### src/rtl/midi_pkg.sv
`timescale 1ns/1ps
// midi_pkg: shared widths, event/voice payload types and FSM encoding for
// the MIDI voice allocator.
package midi_pkg;

  localparam int unsigned NOTE_W    = 8;
  localparam int unsigned VEL_W     = 8;
  localparam int unsigned CH_W      = 4;
  // Storage width of the age field; the allocator saturates at its own
  // AGE_W parameter, which must not exceed this.
  localparam int unsigned AGE_MAX_W = 16;

  // One decoded MIDI note event, already classified as on/off.
  typedef struct packed {
    logic [NOTE_W-1:0] note;
    logic [VEL_W-1:0]  velocity;
    logic [CH_W-1:0]   channel;
    logic              on;
  } midi_event_t;

  // One polyphonic voice slot.
  typedef struct packed {
    logic                 active;
    logic [NOTE_W-1:0]    note;
    logic [VEL_W-1:0]     velocity;
    logic [CH_W-1:0]      channel;
    logic [AGE_MAX_W-1:0] age;
  } voice_t;

  typedef enum logic [1:0] {
    IDLE   = 2'd0,
    MATCH  = 2'd1,
    COMMIT = 2'd2
  } fsm_state_t;

  // A note-on carrying velocity 0 is a note-off by MIDI convention.
  function automatic logic is_note_on(input logic status, input logic [VEL_W-1:0] vel);
    return status && (vel != '0);
  endfunction

endpackage

### src/rtl/midi_voice_allocator_voice_select.sv
`timescale 1ns/1ps
// voice_select: combinational search over the voice table.
//   i_active/i_notes/i_channels/i_ages : packed per-slot table state
//   i_note/i_channel                   : key to look up
//   o_hit_c/o_hit_idx_c                : active slot matching key (lowest index)
//   o_free_c/o_free_idx_c              : lowest inactive slot
//   o_oldest_idx_c                     : slot with max age, ties to lowest index
module voice_select
  import midi_pkg::*;
#(
  parameter int unsigned NUM_VOICES = 8,
  parameter int unsigned SLOT_W     = $clog2(NUM_VOICES)
) (
  input  logic [NUM_VOICES-1:0]           i_active,
  input  logic [NOTE_W*NUM_VOICES-1:0]    i_notes,
  input  logic [CH_W*NUM_VOICES-1:0]      i_channels,
  input  logic [AGE_MAX_W*NUM_VOICES-1:0] i_ages,
  input  logic [NOTE_W-1:0]               i_note,
  input  logic [CH_W-1:0]                 i_channel,
  output logic                            o_hit_c,
  output logic [SLOT_W-1:0]               o_hit_idx_c,
  output logic                            o_free_c,
  output logic [SLOT_W-1:0]               o_free_idx_c,
  output logic [SLOT_W-1:0]               o_oldest_idx_c
);

  logic [AGE_MAX_W-1:0] w_oldest_age;

  // Descending scan so the last assignment wins with the lowest index;
  // ascending strict-greater scan keeps the lowest index on age ties.
  always_comb begin
    o_hit_c        = 1'b0;
    o_hit_idx_c    = '0;
    o_free_c       = 1'b0;
    o_free_idx_c   = '0;
    o_oldest_idx_c = '0;
    w_oldest_age   = i_ages[AGE_MAX_W-1:0];
    for (int i = int'(NUM_VOICES) - 1; i >= 0; i--) begin
      if (i_active[i] &&
          (i_notes[i*NOTE_W +: NOTE_W] == i_note) &&
          (i_channels[i*CH_W +: CH_W] == i_channel)) begin
        o_hit_c     = 1'b1;
        o_hit_idx_c = SLOT_W'(i);
      end
      if (!i_active[i]) begin
        o_free_c     = 1'b1;
        o_free_idx_c = SLOT_W'(i);
      end
    end
    for (int i = 1; i < int'(NUM_VOICES); i++) begin
      if (i_ages[i*AGE_MAX_W +: AGE_MAX_W] > w_oldest_age) begin
        w_oldest_age   = i_ages[i*AGE_MAX_W +: AGE_MAX_W];
        o_oldest_idx_c = SLOT_W'(i);
      end
    end
  end

endmodule

### src/rtl/midi_voice_allocator.sv
`timescale 1ns/1ps
// midi_voice_allocator: maps decoded MIDI note-on/off events onto a pool of
// NUM_VOICES voice slots, stealing the oldest voice when the pool is full.
// Each event goes IDLE -> MATCH -> COMMIT; one further event may wait in a
// 1-deep pending register while the FSM is busy.
//   clk_in, rst_n_in         : clock, async active-low reset
//   note_in .. data_valid_in : one-cycle event from the MIDI decoder
//   voice_*_out              : per-slot table state, packed slot i at index i
//   voice_update_out         : pulse after any table change, update_slot_out = slot
//   stolen_out               : pulse with update when the oldest voice was reused
//   dropped_out              : pulse when an event was lost (pending full)
module midi_voice_allocator
  import midi_pkg::*;
#(
  parameter int unsigned NUM_VOICES = 8,
  parameter int unsigned AGE_W      = 8
) (
  input  logic                           clk_in,
  input  logic                           rst_n_in,
  input  logic [NOTE_W-1:0]              note_in,
  input  logic [VEL_W-1:0]               velocity_in,
  input  logic [CH_W-1:0]                channel_in,
  input  logic                           status_in,
  input  logic                           data_valid_in,
  output logic [NUM_VOICES-1:0]          voice_active_out,
  output logic [NOTE_W*NUM_VOICES-1:0]   voice_note_out,
  output logic [VEL_W*NUM_VOICES-1:0]    voice_velocity_out,
  output logic [CH_W*NUM_VOICES-1:0]     voice_channel_out,
  output logic                           voice_update_out,
  output logic [$clog2(NUM_VOICES)-1:0]  update_slot_out,
  output logic                           stolen_out,
  output logic                           dropped_out
);

  localparam int unsigned SLOT_W = $clog2(NUM_VOICES);
  localparam logic [AGE_MAX_W-1:0] AGE_SAT = AGE_MAX_W'((32'd1 << AGE_W) - 32'd1);

  fsm_state_t  r_state;
  fsm_state_t  w_state_nxt;

  midi_event_t w_in_evt;
  midi_event_t r_pend;
  logic        r_pend_full;
  midi_event_t r_evt;

  voice_t      r_voices [NUM_VOICES];

  logic              r_hit;
  logic [SLOT_W-1:0] r_hit_idx;
  logic              r_free;
  logic [SLOT_W-1:0] r_free_idx;
  logic [SLOT_W-1:0] r_old_idx;

  logic              w_hit;
  logic [SLOT_W-1:0] w_hit_idx;
  logic              w_free;
  logic [SLOT_W-1:0] w_free_idx;
  logic [SLOT_W-1:0] w_old_idx;
  logic [AGE_MAX_W*NUM_VOICES-1:0] w_ages;

  logic              w_latch_pend;
  logic              w_latch_in;
  logic              w_pend_wr;
  logic              w_drop;
  logic              w_do_on;
  logic              w_do_off;
  logic              w_change;
  logic              w_steal;
  logic [SLOT_W-1:0] w_tgt;

  logic              r_update;
  logic [SLOT_W-1:0] r_update_slot;
  logic              r_stolen;
  logic              r_dropped;

  // Incoming event, classified once at the input.
  always_comb begin
    w_in_evt          = '0;
    w_in_evt.note     = note_in;
    w_in_evt.velocity = velocity_in;
    w_in_evt.channel  = channel_in;
    w_in_evt.on       = is_note_on(status_in, velocity_in);
  end

  // FSM state register.
  always_ff @(posedge clk_in or negedge rst_n_in) begin
    if (!rst_n_in) r_state <= IDLE;
    else           r_state <= w_state_nxt;
  end

  // Next state and per-cycle control strobes.
  always_comb begin
    w_state_nxt  = r_state;
    w_latch_pend = 1'b0;
    w_latch_in   = 1'b0;
    w_do_on      = 1'b0;
    w_do_off     = 1'b0;
    case (r_state)
      IDLE: begin
        if (r_pend_full) begin
          w_latch_pend = 1'b1;
          w_state_nxt  = MATCH;
        end else if (data_valid_in) begin
          w_latch_in   = 1'b1;
          w_state_nxt  = MATCH;
        end
      end
      MATCH:  w_state_nxt = COMMIT;
      COMMIT: begin
        w_do_on     = r_evt.on;
        w_do_off    = !r_evt.on && r_hit;
        w_state_nxt = IDLE;
      end
      default: w_state_nxt = IDLE;
    endcase
    // Pending slot is free if empty or being drained this very cycle.
    w_pend_wr = data_valid_in && !w_latch_in && (!r_pend_full || w_latch_pend);
    w_drop    = data_valid_in && !w_latch_in && r_pend_full && !w_latch_pend;
    w_change  = w_do_on || w_do_off;
    w_steal   = w_do_on && !r_hit && !r_free;
    if (r_hit)       w_tgt = r_hit_idx;
    else if (r_free) w_tgt = r_free_idx;
    else             w_tgt = r_old_idx;
  end

  // Pending register and the event under processing.
  always_ff @(posedge clk_in or negedge rst_n_in) begin
    if (!rst_n_in) begin
      r_pend      <= '0;
      r_pend_full <= 1'b0;
      r_evt       <= '0;
    end else begin
      if (w_pend_wr) begin
        r_pend      <= w_in_evt;
        r_pend_full <= 1'b1;
      end else if (w_latch_pend) begin
        r_pend_full <= 1'b0;
      end
      if (w_latch_pend)    r_evt <= r_pend;
      else if (w_latch_in) r_evt <= w_in_evt;
    end
  end

  // Table search feeding the MATCH registers.
  always_comb begin
    w_ages = '0;
    for (int i = 0; i < int'(NUM_VOICES); i++) begin
      w_ages[i*AGE_MAX_W +: AGE_MAX_W] = r_voices[i].age;
    end
  end

  voice_select #(
    .NUM_VOICES (NUM_VOICES),
    .SLOT_W     (SLOT_W)
  ) u_voice_select (
    .i_active       (voice_active_out),
    .i_notes        (voice_note_out),
    .i_channels     (voice_channel_out),
    .i_ages         (w_ages),
    .i_note         (r_evt.note),
    .i_channel      (r_evt.channel),
    .o_hit_c        (w_hit),
    .o_hit_idx_c    (w_hit_idx),
    .o_free_c       (w_free),
    .o_free_idx_c   (w_free_idx),
    .o_oldest_idx_c (w_old_idx)
  );

  // MATCH result registers.
  always_ff @(posedge clk_in or negedge rst_n_in) begin
    if (!rst_n_in) begin
      r_hit      <= 1'b0;
      r_hit_idx  <= '0;
      r_free     <= 1'b0;
      r_free_idx <= '0;
      r_old_idx  <= '0;
    end else if (r_state == MATCH) begin
      r_hit      <= w_hit;
      r_hit_idx  <= w_hit_idx;
      r_free     <= w_free;
      r_free_idx <= w_free_idx;
      r_old_idx  <= w_old_idx;
    end
  end

  // Voice table: target slot is written, other active slots age on note-on.
  always_ff @(posedge clk_in or negedge rst_n_in) begin
    if (!rst_n_in) begin
      for (int i = 0; i < int'(NUM_VOICES); i++) r_voices[i] <= '0;
    end else if (w_change) begin
      for (int i = 0; i < int'(NUM_VOICES); i++) begin
        if (SLOT_W'(i) == w_tgt) begin
          if (w_do_off) begin
            r_voices[i].active   <= 1'b0;
            r_voices[i].velocity <= '0;
            r_voices[i].age      <= '0;
          end else begin
            r_voices[i].active   <= 1'b1;
            r_voices[i].note     <= r_evt.note;
            r_voices[i].velocity <= r_evt.velocity;
            r_voices[i].channel  <= r_evt.channel;
            r_voices[i].age      <= '0;
          end
        end else if (w_do_on && r_voices[i].active && (r_voices[i].age != AGE_SAT)) begin
          r_voices[i].age <= r_voices[i].age + 1'b1;
        end
      end
    end
  end

  // Status pulses, registered so they align with the table outputs.
  always_ff @(posedge clk_in or negedge rst_n_in) begin
    if (!rst_n_in) begin
      r_update      <= 1'b0;
      r_update_slot <= '0;
      r_stolen      <= 1'b0;
      r_dropped     <= 1'b0;
    end else begin
      r_update  <= w_change;
      r_stolen  <= w_steal;
      r_dropped <= w_drop;
      if (w_change) r_update_slot <= w_tgt;
    end
  end

  // Repack the table flops onto the flat output buses.
  always_comb begin
    voice_active_out   = '0;
    voice_note_out     = '0;
    voice_velocity_out = '0;
    voice_channel_out  = '0;
    for (int i = 0; i < int'(NUM_VOICES); i++) begin
      voice_active_out[i]                    = r_voices[i].active;
      voice_note_out[i*NOTE_W +: NOTE_W]     = r_voices[i].note;
      voice_velocity_out[i*VEL_W +: VEL_W]   = r_voices[i].velocity;
      voice_channel_out[i*CH_W +: CH_W]      = r_voices[i].channel;
    end
  end

  assign voice_update_out = r_update;
  assign update_slot_out  = r_update_slot;
  assign stolen_out       = r_stolen;
  assign dropped_out      = r_dropped;

endmodule

### config.mk
export PLATFORM = sky130hd
export DESIGN_NAME = midi_voice_allocator
export DESIGN_NICKNAME = d
export VERILOG_FILES = /design/src/rtl/midi_pkg.sv /design/src/rtl/midi_voice_allocator_voice_select.sv /design/src/rtl/midi_voice_allocator.sv
export SDC_FILE = /design/constraint.sdc
export NUM_CORES = 1
export LEC_CHECK = 0
export BUFFER_PORTS_ARGS = -buffer_cell sky130_fd_sc_hd__buf_2
export CAP_MARGIN = 20
export CORE_ASPECT_RATIO = 1.75
export CORE_MARGIN = 4
export CORE_UTILIZATION = 55
export DETAILED_ROUTE_END_ITERATION = 10
export PLACE_DENSITY = 0.72
export SLEW_MARGIN = 0
export SYNTH_ARGS = -nofsm -noshare
export SYNTH_HDL_FRONTEND = slang
export SYNTH_SLANG_ARGS = --single-unit
### constraint.sdc
create_clock -name clk_in -period 43.2 [get_ports clk_in]
set_clock_uncertainty 0.1 [all_clocks]
set_input_delay 2.16 -clock clk_in [delete_from_list [all_inputs] [get_ports clk_in]]
set_output_delay 2.16 -clock clk_in [all_outputs]
set_load 0.01 [all_outputs]
==> results.tsv <==
metric	value	unit
status	finished, final reports clean	
syn_area	21800	um^2
period_needed	17.42	ns
whs	0.372	ns
ant_nets	0	
core	39200	um^2
synth_edf_count	0	
drt_iter0_drc	659	
vias	16312	
rsz0062_at_grt	no	
area_growth	6.60	%
numCtsBuffers	36	
p_sw_share	36.6	%
start_util	55.7	%
drive_above_1_share	20.9	%
slew_violations	0	
yosys_warnings	0	
clk_path_buf_depth	3	
synth_cell_type_count	76	
grt_pass1_vias	17090	
hpwl	44.9	mm
internal_power	0.000767	W
numClockSinks	358	
crit_start	r_voices[273]$_DFFE_PN0P_	
io_pins	198	
pwr-share-clk	27.0	%
die_h	271	um
power_leakage	11.4	nW
setup_tns	0	ns
cts.repair.resized	0	
p_sw	0.000442	W
syn_inst	2246	
cp-start-kind	flip-flop	
die-area	43000	um^2
async_flop_share	100	%
fin_crit_sh	40.3	%
grt_pass1_wl	92.0	mm
synth_largest_area_cell	dfrtp_1	
gr-usage-all-layers	27.2	%
worst_pin_slew	1.05	ns
synth.area.top_cells	dfrtp_1, mux2_2, ha_1, buf_4, xnor2_1	
critPathRequiredTime	43.53	ns
worstHoldPathType	flip-flop to flip-flop	
postCtsSetupRepairBufs	0	
clk_latency	0.55	ns
setup_viol	0	
wl_per_cell	21.0	um
powerDensity	52.0	nW/um^2
path_clk_slew	0.06	ns
yosysMostFrequentCell	dfrtp_1	
timing.fmax	0.0574	GHz
vias_per_cell	5.88	
cts_tree	done	
hold_viol	0	
chipWidth	158	um
grt_overflow	0	
relSlewSlack	29.4	%
io_buffers	197	
n_antenna_cell	0	
avgSynthCellArea	9.70	um^2
cts-htree-levels	2	
hold_buffers	0	
power.share.sequential	36.2	%
r2r-start	r_voices[273]$_DFFE_PN0P_	
path_max_fanout	20	
drv_cap	0	
cp.arrival	17.75	ns
hold_start	voice_velocity_out[24]$_DFFE_PN0P_	
nets	2401	
yosysTopAreaCellShare	41.1	%
cpPeakStageDelay	0.72	ns
synth-main-ff-cell	dfrtp_1	
pwr-share-comb	36.9	%
syn_nets	2386	
ir_drop	52.7	uV
place_congestion	0.931	
worstSetupPathType	flip-flop to flip-flop	
ys_seq_area_share	41.1	%
synth_common_cells	dfrtp_1, nand2_1, nor2_1	
ctsRootBufferMaster	clkbuf_16	
ys_ff_latch	358	
grt_antenna_before_repair	0	
grt_max_degree	125	
cp_slowest_cell	o41a_1	
cp-end-kind	flip-flop	
routed_wl	58.3	mm
route.detailed.drc	0	
firstDrtPassIters	5	
rows	96	
-- registers in the layout, summed over array words and instances (netlist names), 8 cells and up --
signal	cells
voice_velocity_out	64
r_evt	21
voice_note_out	64
r_pend	21
voice_active_out	8
voice_channel_out	32
r_voices	128
-- worst max-delay path, delay by kind of cell, from the launching register on --
| kind | cells | cell delay (ns) |
|---|---|---|
| DFF | 1 | 0.39 |
| and+or+nand+nor | 11 | 2.53 |
| muxes | 6 | 1.89 |
| adders and majority gates | 7 | 1.91 |
| AOI/OAI and AO/OA | 45 | 9.27 |
| buffers and inverters | 7 | 1.20 |
-- per-layer routing --
layer  GRT usage (%)  vias up  part of all wire, %
met2            49.8      530                   53
met5               0        -                    0
li1                -     7614                    -
met3            4.39      231                  4.4
met4            18.8        0                  8.5
met1            27.5     7937                   34
-- path summary, 6_finish.rpt --
path                       slack, ns                                  to  depth (start not counted)
setup / recovery               25.78            r_old_idx[2]$_DFFE_PN0N_                         76
max in group asynchronous      39.14              r_pend[12]$_DFFE_PN0P_                          3
hold / removal                  0.37  voice_velocity_out[24]$_DFFE_PN0P_                          2
setup reg to reg               25.78            r_old_idx[2]$_DFFE_PN0N_                         76
hold reg to reg                 0.37  voice_velocity_out[24]$_DFFE_PN0P_                          2
min in group asynchronous       1.55           r_voices[234]$_DFFE_PN0P_                          1
-- per-stage QoR --
stage               util, %  cells  power, W  setup slack (ns)  cell area (um^2)
finish                 59.3   2773   0.00121             25.78             23200
global route           59.3   2773   0.00128             24.39             23200
CTS                    59.3   2771   0.00122             25.80             23200
detailed placement     56.2   2711  0.000888             25.81             22000
global placement       56.2   2710  0.000875             26.38             22000
floorplan                 -   2246  0.000800             28.01             21800
-- power groups by stage --
stage | registers, W | logic (W) | clock network (W)
floorplan | 0.000423 | 0.000377 | 0
global placement | 0.000439 | 0.000436 | 0
detailed placement | 0.000442 | 0.000446 | 0
CTS | 0.000436 | 0.000448 | 0.000333
global route | 0.000443 | 0.000486 | 0.000346
finish | 0.000437 | 0.000446 | 0.000326
-- area by class of cell --
cell class | instances | area (um^2)
inverters | 106 | 398
fillers | 3341 | 15900
well taps | 490 | 613
repair buffers | 232 | 1260
clock buffers | 47 | 1000
multi-input cells | 1527 | 10800
clock inverters | 13 | 204
flip-flops and latches | 358 | 8960
-- layout by cell type, fill, tap and decap left out, types with 10 or more instances in the layout --
cell         n
nor2_1     179
ha_1       116
mux2_4      10
buf_2      196
xor2_1      91
clkbuf_16   36
nor3_1      28
nand2_1    224
inv_1      104
mux2_2     152
o21ai_0    135
or3_1       15
and3b_1     19
a21oi_1     70
a21o_1      19
dfrtp_1    358
nand3_1     70
o21a_1      17
and3_1      19
buf_4       34
mux2i_1     35
nor4_1      32
nand4_1     46
xnor2_1    110
-- cells by family (layout without fill, tap and decap cells) --
| logic type | after synthesis | count (layout) | synth area share (%) |
|---|---|---|---|
| flops | 358 | 358 | 41.1 |
| mux | 207 | 207 | 10.8 |
| xor+xnor | 201 | 201 | 8.08 |
| simple gates | 683 | 683 | 14.9 |
| compound gates | 319 | 319 | 9.04 |
| buf+inv | 361 | 398 | 9.44 |
| fa+ha+maj | 117 | 117 | 6.70 |
(Power assumes the default switching activity.)
